File: config.mk
export PLATFORM = sky130hd
export DESIGN_NAME = fns_weight_scanner
export DESIGN_NICKNAME = d
export VERILOG_FILES = /design/src/rtl/fns_weight_scanner.sv
export SDC_FILE = /design/constraint.sdc
export NUM_CORES = 1
export LEC_CHECK = 0
export CAP_MARGIN = 10
export CORE_MARGIN = 4
export CORE_UTILIZATION = 56
export DETAILED_ROUTE_END_ITERATION = 10
export PLACE_DENSITY_LB_ADDON = 0.3
export SLEW_MARGIN = 10
export SYNTH_ARGS = -nofsm -noshare
export SYNTH_HDL_FRONTEND = slang
export SYNTH_SLANG_ARGS = --single-unit
File: constraint.sdc
create_clock -name clk -period 2.4 [get_ports clk]
set_input_delay 0.72 -clock clk [delete_from_list [all_inputs] [get_ports clk]]
set_output_delay 0.72 -clock clk [all_outputs]
set_load 0.05 [all_outputs]
File: src/rtl/fns_weight_scanner.sv
// Fibonacci-number-system weight scanner: walks a TSV group one line per step,
// assigns weights 1,2,3,5,8,... to the first N_DATA healthy TSVs and streams them out.
module fns_weight_scanner #(
  parameter int N_DATA  = 5,
  parameter int N_SPARE = 2,
  parameter int W       = 8,
  localparam int N      = N_DATA + N_SPARE,
  localparam int IW     = (N > 1) ? $clog2(N) : 1
) (
  input  logic          clk,
  input  logic          rst_n,
  input  logic          start,
  input  logic [N-1:0]  f_flag,
  output logic          busy,
  output logic          done,
  output logic          fail,
  output logic [N-1:0]  en_flag,
  output logic          w_valid,
  input  logic          w_ready,
  output logic [W-1:0]  w_data,
  output logic [IW-1:0] w_idx
);

  typedef enum logic [1:0] {
    IDLE = 2'd0,
    SCAN = 2'd1,
    WAIT = 2'd2,
    DONE = 2'd3
  } state_t;

  localparam logic [IW:0] NDATA_C = (IW+1)'(N_DATA);
  localparam logic [IW:0] LAST_C  = (IW+1)'(N - 1);
  localparam logic [IW:0] ONE_C   = (IW+1)'(1);

  state_t         state_r;
  logic [N-1:0]   flags_r;
  logic [W-1:0]   b_r;
  logic [W-1:0]   f_r;
  logic [IW:0]    idx_r;
  logic [IW:0]    cnt_r;

  logic [IW-1:0]  pos_s;
  logic           last_s;
  logic [W-1:0]   sum_s;
  logic [IW:0]    cnt_inc_s;

  // idx and cnt are one bit wider than a TSV position, so they never wrap
  assign pos_s     = idx_r[IW-1:0];
  assign last_s    = (idx_r == LAST_C);
  assign sum_s     = b_r + f_r;
  assign cnt_inc_s = cnt_r + ONE_C;

  // Scan FSM with all outputs registered; done is a one-cycle pulse on entry to DONE
  always_ff @(posedge clk) begin
    if (!rst_n) begin
      state_r <= IDLE;
      flags_r <= '0;
      b_r     <= '0;
      f_r     <= W'(1);
      idx_r   <= '0;
      cnt_r   <= '0;
      busy    <= 1'b0;
      done    <= 1'b0;
      fail    <= 1'b0;
      en_flag <= '0;
      w_valid <= 1'b0;
      w_data  <= '0;
      w_idx   <= '0;
    end else begin
      done <= 1'b0;
      case (state_r)
        IDLE: begin
          if (start) begin
            flags_r <= f_flag;
            b_r     <= '0;
            f_r     <= W'(1);
            idx_r   <= '0;
            cnt_r   <= '0;
            en_flag <= '0;
            fail    <= 1'b0;
            busy    <= 1'b1;
            state_r <= SCAN;
          end
        end
        SCAN: begin
          // faulty lines and surplus healthy spares are parked in one step
          if (flags_r[pos_s] || (cnt_r == NDATA_C)) begin
            en_flag[pos_s] <= 1'b0;
            idx_r          <= idx_r + ONE_C;
            if (last_s) begin
              state_r <= DONE;
              done    <= 1'b1;
              fail    <= (cnt_r < NDATA_C);
            end
          end else begin
            en_flag[pos_s] <= 1'b1;
            w_valid        <= 1'b1;
            w_data         <= sum_s;
            w_idx          <= pos_s;
            state_r        <= WAIT;
          end
        end
        WAIT: begin
          if (w_ready) begin
            w_valid <= 1'b0;
            b_r     <= f_r;
            f_r     <= sum_s;
            cnt_r   <= cnt_inc_s;
            idx_r   <= idx_r + ONE_C;
            if (last_s) begin
              state_r <= DONE;
              done    <= 1'b1;
              fail    <= (cnt_inc_s < NDATA_C);
            end else begin
              state_r <= SCAN;
            end
          end
        end
        DONE: begin
          busy    <= 1'b0;
          state_r <= IDLE;
        end
        default: begin
          busy    <= 1'b0;
          w_valid <= 1'b0;
          state_r <= IDLE;
        end
      endcase
    end
  end

endmodule

Word level (Yosys, flattened, before mapping):

Index checks and enable logic that the tools add are counted.

* flip-flop bits (word level): 55
* output and inout port bits: 22

* $add $sub $neg: 3
* magnitude comparators: 4
* equality and inequality tests: 12
* multiplexer cells: 40
* bitwise gates (word level): 4
* reductions and logical operators: 17

Operators with widths (count)
* two-way mux 8 bit: 4
* one-hot mux 8 bit (2 select lines): 2
* two-way mux 4 bit: 4
* two-way mux 7 bit: 2
* one-hot mux 7 bit (2 select lines): 1
* two-way mux 1 bit: 13
* != test 2 bit (second input constant): 6
* one-hot mux 4 bit (3 select lines): 1
* two-way mux 2 bit: 5
* AND reduction 3 bit: 3
* adder 4 x 1 -> 4 bit (second input constant): 2
* adder 8 bit: 1
* equality test 4 x 3 -> 1 bit (second input constant): 2
* < comparator 4 x 3 -> 1 bit (second input constant): 2
* one-hot mux 2 bit (4 select lines): 1
* one-hot mux 4 bit (2 select lines): 1
* AND reduction 2 bit: 4
* nonzero test 2 bit: 4
* bitwise AND 7 bit: 1
* NOT 7 bit: 1
* OR 7 bit: 1
* one-hot mux 1 bit (2 select lines): 3
* AND reduction 6 bit: 1
* equality test 2 bit (second input constant): 2
* other kinds (13): 13

Longest topological paths before layout:

Gate-level depths: netlist (run 1).

* depth after elaboration: 8
* mapped depth: 9
* gate-level depth less buffers: 7

Worst setup path after synthesis (run 1):

Ideal clock, no wire load.

* path type: register to register
* start point: register state_r[0]
* end point: register idx_r[3]
* setup time: 88 ps
* data arrival time: 1987 ps
* data required time: 2312 ps
* path slack: 325 ps
* cell stages (with the launch flop): 9
* cell sequence: dfxtp_1 -> inv_1 -> ha_1 -> buf_2 -> nor2b_1 -> nor2b_1 -> o31ai_1 -> or3b_4 -> o32ai_2

* cells in the longest elaborated chain, start to end: 3
* elaborated cells between the ends (all ways): 9

RTL lines
* start: declaration: RTL line 35 `state_t state_r;`
* start signal: assignment: RTL line 56 `state_r <= IDLE;`
* start signal: assignment: RTL line 82 `state_r <= SCAN;`
* start signal: assignment: RTL line 91 `state_r <= DONE;`
* equality test 2 x 1 -> 1 bit, or another cell as far along: RTL line 71 `case (state_r)`
* != test 2 bit (no line) or nonzero test 3 bit (tied branches)
* AND reduction 4 bit (no line)
* end signal: assignment: RTL line 89 `idx_r <= idx_r + ONE_C;`
* end signal: assignment: RTL line 109 `idx_r <= idx_r + ONE_C;`
* end: declaration: RTL line 39 `logic [IW:0] idx_r;`

Several ways; a longest one is shown, not always the timed one.
A chain may end at the register's enable or synchronous reset.

Worst setup path in the final report (run 1):

* start point: register w_data[7]
* end point: output w_data[7]

RTL lines
* start: declaration: RTL line 20 `output logic [W-1:0] w_data,`
* start signal: assignment: RTL line 98 `w_data <= sum_s;`

No word-level cell between the ends.

==> metrics, run 1 <==
area of the core 4880 um2; HPWL after DPL between 4000 and 5000 um; post_cts resized 0; Tightest Pin Transition 0.550 ns; syn_area_per_cell 8.92 um2; Worst-Skew Late Latency 0.31 ns; multi-input logic area 1650 um2; max-cap violations 0; Setup WS pre-CTS -0.00217 ns; via/cell ratio 5.53; root buffer cell clkbuf_8; area delta synth->final 19.5%; ys flop type dfxtp_1; Switching Fraction between 30% and 40%; drt pass-1 iters 4; Post-route DRC 0; layout cells sized above 1 a little under a tenth; clock share of power about 18%; arrival time at the worst endpoint roughly 1.5 ns; Clock Skews approximately 0.011 ns; I/O Pins 33; asr flop ratio synth 0%; number of synthesized flops with an enable pin 0; Post-Syn Area 2900 um2; Top Family by Delay on Critical Path buffers and inverters; synth top area cells dfxtp_1 (38%), ha_1 (7.3%), nor2b_1 (7.1%); crit-path max cell delay 0.81 ns; met3 usage ~5.0%; final worst setup slack 0.203 ns; worst-path fanout max 2; Final min period ~2.2 ns; met1 Use GR 28.3%; hold_sp flags_r[0]$_SDFFE_PN0P_; combinational share of power 44.1%; Tot GR Track Use between 20% and 30%; Die H around 80 um; TritonCTS Buffers 5; post-CTS setup buffers 0; NetSw 1.13 mW; critical path type flip-flop to output pin; GR Util met2 between 30 and 40%; Placed Cells 427; CP max-delay cell clkdlybuf4s50_1; gr busiest metal met2; Die X 79.9 um; post-route ant nets 0; Cell variety after synth 52; worst hold path endpoint flags_r[0]$_SDFFE_PN0P_; Reg clk slew, reported paths 0.10 ns; final setup fails 0; Worst setup SP type flip-flop; FF-to-FF path depth 7; Clock Sinks 55; filler instances between 400 and 500; Seq pwr share between 30% and 40%; post-synth top area share 38.0%; synthesized instance count around 330; status complete, no violations; Max Clk Rate 455 MHz; cell breakdown of the critical path clkdlybuf4s50_1; initial antenna violation count 0; VDD IR max 0.000579 V; CP Buf/Inv Count 1; PwrDens 823 nW/um2; Placed Area 3370 um2; CTS tree yes; port buffer count 32; Bufs on Longest Clock Path 2; Vias 2407; Final Instance Area 3460 um2; Internal 1.72 mW; Slew Limit Fails 0; Slew headroom 63.0%; Seq. cell area 1100 um2; GRT Residual Overflow 0; first-iteration detailed-routing DRC count between 100 and 150; global-route wire length before repair around 11000 um; static leakage 1.28 nW; net count reported at finish 396; Cell Rows 25; final wirelength 6130 um; Initial Util 59.4%; Reg-to-Reg Start f_r[0]$_SDFFE_PN1P_; Crit. End Element output pin; vias in the first global route approximately 2400; wire per inst ~14 um; Post-Syn Nets 354; hold path cells 2; Placer Congestion between 0.8 and 0.9; Hold Buf Count CTS 0; post-synth top area cell dfxtp_1; Tcrit/Tclk final about 90%; Yosys reg bits 55; Worst Hold Class flip-flop to flip-flop; reg-to-reg slack, setup 0.29 ns; largest net degree at the start of global routing 21; die area 6390 um2; Setup TNS Final 0 ns; Antenna Diode Count 0; final hold vios 0; RSZ-0062 raised after global routing no; Yosys Warn Count 0; sequential fraction of the synthesis area 38.0%; Clock H-tree levels 2; Final Non-Filler Cells 435; Req. time, crit path 1.68 ns; FF-to-FF End f_r[6]$_SDFFE_PN0P_
cells by family (layout without fill, tap and decap cells):
| kind of cell | after synthesis | after routing | share of synthesized area, % |
|---|---|---|---|
| simple gates | 117 | 117 | 21.7 |
| compound gates | 81 | 81 | 19.4 |
| flops | 55 | 55 | 38.0 |
| buf+inv | 32 | 75 | 5.09 |
| fa+ha+maj | 18 | 18 | 8.03 |
| mux | 15 | 15 | 5.18 |
| xor+xnor | 7 | 7 | 2.59 |
placed cells by master (no fill, tap or decap), types with 3 or more instances in the layout:
cell type        count
o21ai_0             13
dfxtp_1             55
ha_1                17
nor2b_1             33
xnor2_1              4
o2111ai_1            3
mux2i_1             15
a21oi_1             10
buf_4               19
a31oi_1              4
nand2b_1             4
clkbuf_8             5
a22oi_1             15
nand2_1             29
nor4_1               3
nand3_1             10
a21boi_0             9
nor2_1              18
clkdlybuf4s50_1     32
inv_1               15
o211ai_1             3
o21ai_1              5
nor3_1               3
nand3b_1             4
power groups by stage:
stage          Clock, mW  Combinational, mW  Sequential (mW)
3_5_place_dp           0               1.25             1.09
5_1_grt            0.584               1.37             1.08
6_report           0.522               1.26             1.07
4_1_cts            0.537               1.25             1.07
2_1_floorplan          0              0.728             1.20
3_3_place_gp           0               1.22             1.09
worst max path at each step:
stage,depth (start not counted),from,end,slack [ns]
6_report,1,w_data[7]$_SDFFE_PN0P_,w_data[7],0.20
3_5_place_dp,6,start,idx_r[3]$_SDFFE_PN0P_,-0.002
4_1_cts,1,w_data[7]$_SDFFE_PN0P_,w_data[7],0.19
5_1_grt,7,f_r[0]$_SDFFE_PN1P_,w_data[6]$_SDFFE_PN0P_,0.11
2_1_floorplan,8,state_r[0]$_SDFFE_PN0P_,idx_r[3]$_SDFFE_PN0P_,0.32
3_3_place_gp,6,start,idx_r[3]$_SDFFE_PN0P_,0.01
registers in the layout (all words and copies together), names as in the netlist:
signal,cells
w_valid,1
w_data,8
flags_r,7
cnt_r,4
done,1
f_r,8
busy,1
en_flag,7
w_idx,3
fail,1
state_r,2
idx_r,4
b_r,8
per-stage QoR:
step	utilization [%]	power, mW	hold WS (ns)
after floorplan	-	1.92	0.443
final	70.9	2.85	0.469
after global placement	69.1	2.31	0.450
after CTS	70.9	2.86	0.473
after detailed placement	69.1	2.34	0.460
after global routing	70.9	3.04	0.500
synth_stat cells, types with 2 or more instances:
cell and instances:
dfxtp_1 55, nor2b_1 33, nand2_1 29, nor2_1 18, ha_1 17, a22oi_1 15, inv_1 15, mux2i_1 15
o21ai_0 14, a21oi_1 10, nand3_1 10, a21boi_0 9, clkbuf_1 9, a31oi_1 4, buf_2 4, nand2b_1 4
nand3b_1 4, o21ai_1 4, xnor2_1 4, nor3_1 3, nor4_1 3, o2111ai_1 3, o211ai_1 3, a211oi_1 2
buf_4 2, buf_6 2, nand4_1 2, o21bai_1 2, o22ai_1 2, o311ai_0 2, o31ai_1 2, o32ai_2 2
or2_1 2, xor2_1 2
cell type report:
type / count / area share (%)
Multi-Input combinational cell: 238 / 47.6
Sequential cell: 55 / 31.8
Timing Repair Buffer: 52 / 14.0
Tap cell: 67 / 2.42
Clock buffer: 6 / 2.10
Inverter: 15 / 1.63
Clock inverter: 2 / 0.470
per-layer routing:
metal | vias to the layer above | wire length (um)
met2 | 41 | 2940
met3 | 5 | 209
met1 | 1134 | 2930
li1 | 1227 | -
met4 | 0 | 48
met5 | - | 0
Power figures use the tool's default switching activity.
==> run 2: changes to the inputs <==
--- a/config.mk
+++ b/config.mk
@@ -9,6 +9,7 @@
 export CORE_MARGIN = 4
 export CORE_UTILIZATION = 56
 export DETAILED_ROUTE_END_ITERATION = 10
+export GPL_TIMING_DRIVEN = 0
 export PLACE_DENSITY_LB_ADDON = 0.3
 export SLEW_MARGIN = 10
 export SYNTH_ARGS = -nofsm -noshare
==> constraint.sdc (replaced) <==
create_clock -name clk -period 2.4 [get_ports clk]
set_input_delay 0.48 -clock clk [delete_from_list [all_inputs] [get_ports clk]]
set_output_delay 0.48 -clock clk [all_outputs]
set_load 0.05 [all_outputs]
==> metrics, run 2 (synthesized netlist as in run 1, its figures left out) <==
RSZ-0062 raised after global routing no; max-cap violations 0; Final Non-Filler Cells 432; arrival time at the worst endpoint 2.48 ns; most frequent cells in the layout dfxtp_1 (54), nor2b_1 (32), clkdlybuf4s50_1 (32); Setup WS pre-CTS -0.128 ns; status complete, no violations; CTS tree yes; Req. time, crit path about 2.6 ns; Tot GR Track Use between 20% and 30%; VDD IR max 0.000765 V; area delta synth->final 17.9%; final wirelength around 6700 um; Layout Utilization 70.0%; final setup fails 0; area of the core 4880 um2; die area 6390 um2; Worst-Skew Late Latency around 0.32 ns; Bufs on Longest Clock Path 2; crit-path max cell delay 0.43 ns; root buffer cell clkbuf_8; PwrDens 828 nW/um2; Antenna Diode Count 0; I/O Pins 33; final hold vios 0; Final min period 2.24 ns; first-iteration detailed-routing DRC count 204; vias in the first global route 2296; post-CTS setup buffers 0; initial antenna violation count 0; Placed Cells 424; Tightest Pin Transition 0.608 ns; port buffer count 32; Slew Limit Fails 0; largest net degree at the start of global routing 18; layout cells sized above 1 7.40%; worst-path fanout max 9; cell breakdown of the critical path inv_1, ha_1, buf_2, nor2b_1, nor2b_2, o31ai_2, or3b_4, o32ai_2; final worst setup slack 0.164 ns; Worst setup SP type flip-flop; drt pass-1 iters 4; Worst Hold Class flip-flop to flip-flop; Hold Buf Count CTS 0; TritonCTS Buffers 5; Crit. End Element flip-flop; Reg clk slew, reported paths 0.10 ns; Largest regs b_r: 8 flops, f_r: 8 flops, w_data: 8 flops; Cell Rows 25; filler instances 391; GRT Residual Overflow 0; post_cts resized 3; Post-route DRC 0; via/cell ratio 5.75; Tcrit/Tclk final between 90% and 100%; Slew headroom 59.3%; CP max-delay cell or3b_4; Vias 2485; Max Clk Rate 447 MHz; Clock Sinks 55; Die X about 80 um; Clock H-tree levels 2; Initial Util 59.4%; commonest non-fill, non-tap cell in the layout dfxtp_1; wire per inst approximately 15 um; HPWL after DPL ~4700 um; Placer Congestion 0.821; global-route wire length before repair around 11000 um; static leakage 1.24 nW; post-route ant nets 0; Die H 79.9 um; net count reported at finish 393; critical path type flip-flop to flip-flop; Clock Skews 0.0108 ns
==> run 2: cell types whose count changed in the layout (fill, tap and decap cells not counted), sizes merged <==
cell    change
buf        -12
clkbuf      +9
clkinv      +1
inv         -1
==> run 2: critical path, delay by kind of cell, from the launching register on <==
| kind | cells | cell delay (ns) |
|---|---|---|
| AO/OA/AOI/OAI | 2 | 0.44 |
| adder cells (fa/ha/maj) | 1 | 0.22 |
| buffers and inverters | 2 | 0.27 |
| flip-flops | 1 | 0.41 |
| AND/OR/NAND/NOR | 3 | 0.80 |
==> run 2: layout make-up <==
type | instances | area, um2 | area share, %
buffer | 17 | 91.3 | 2.67
timing repair buffer | 32 | 320 | 9.37
multi-input combinational | 238 | 1660 | 48.7
clock inverter | 2 | 16.3 | 0.476
clock buffer | 6 | 82.6 | 2.42
tap | 67 | 83.8 | 2.45
sequential | 55 | 1100 | 32.3
inverter | 15 | 56.3 | 1.65
==> run 2: path summary, 6_finish.rpt <==
path / slack, ns / cells after the start / start / to
max: 0.16 / 8 / state_r[0]$_SDFFE_PN0P_ / idx_r[3]$_SDFFE_PN0P_
min: 0.47 / 2 / flags_r[2]$_SDFFE_PN0P_ / flags_r[2]$_SDFFE_PN0P_
max reg2reg: 0.16 / 8 / state_r[0]$_SDFFE_PN0P_ / idx_r[3]$_SDFFE_PN0P_
min reg2reg: 0.47 / 2 / flags_r[2]$_SDFFE_PN0P_ / flags_r[2]$_SDFFE_PN0P_
==> run 2: stage by stage <==
| step | total power, mW | hold WS (ns) | TNS (ns) | cell area (um2) |
|---|---|---|---|---|
| detailed placement | 2.25 | 0.462 | -0.900 | 3300 |
| finish | 2.83 | 0.473 | 0 | 3420 |
| floorplan | 1.92 | 0.443 | 0 | 2900 |
| CTS | 2.82 | 0.479 | 0 | 3410 |
| global route | 2.98 | 0.496 | 0 | 3420 |
| global placement | 2.22 | 0.450 | -1.14 | 3300 |
==> run 2: power breakdown <==
part | switching, mW | internal (mW) | leakage, nW
Sequential | 0.0737 | 0.999 | 0.446
Clock | 0.322 | 0.236 | 0.0474
Combinational | 0.779 | 0.419 | 0.743
Total | 1.18 | 1.65 | 1.24
==> run 2: layer usage <==
metal  GRT usage, %  wire length (um)  up-vias  part of all wire [%]
met5              0                 0        -                     0
met4           8.45                89        0                   1.3
met3           4.18               396        7                   6.0
met2           34.5              3090       74                    46
met1           29.8              3080     1176                    46
li1               -                 -     1228                     -
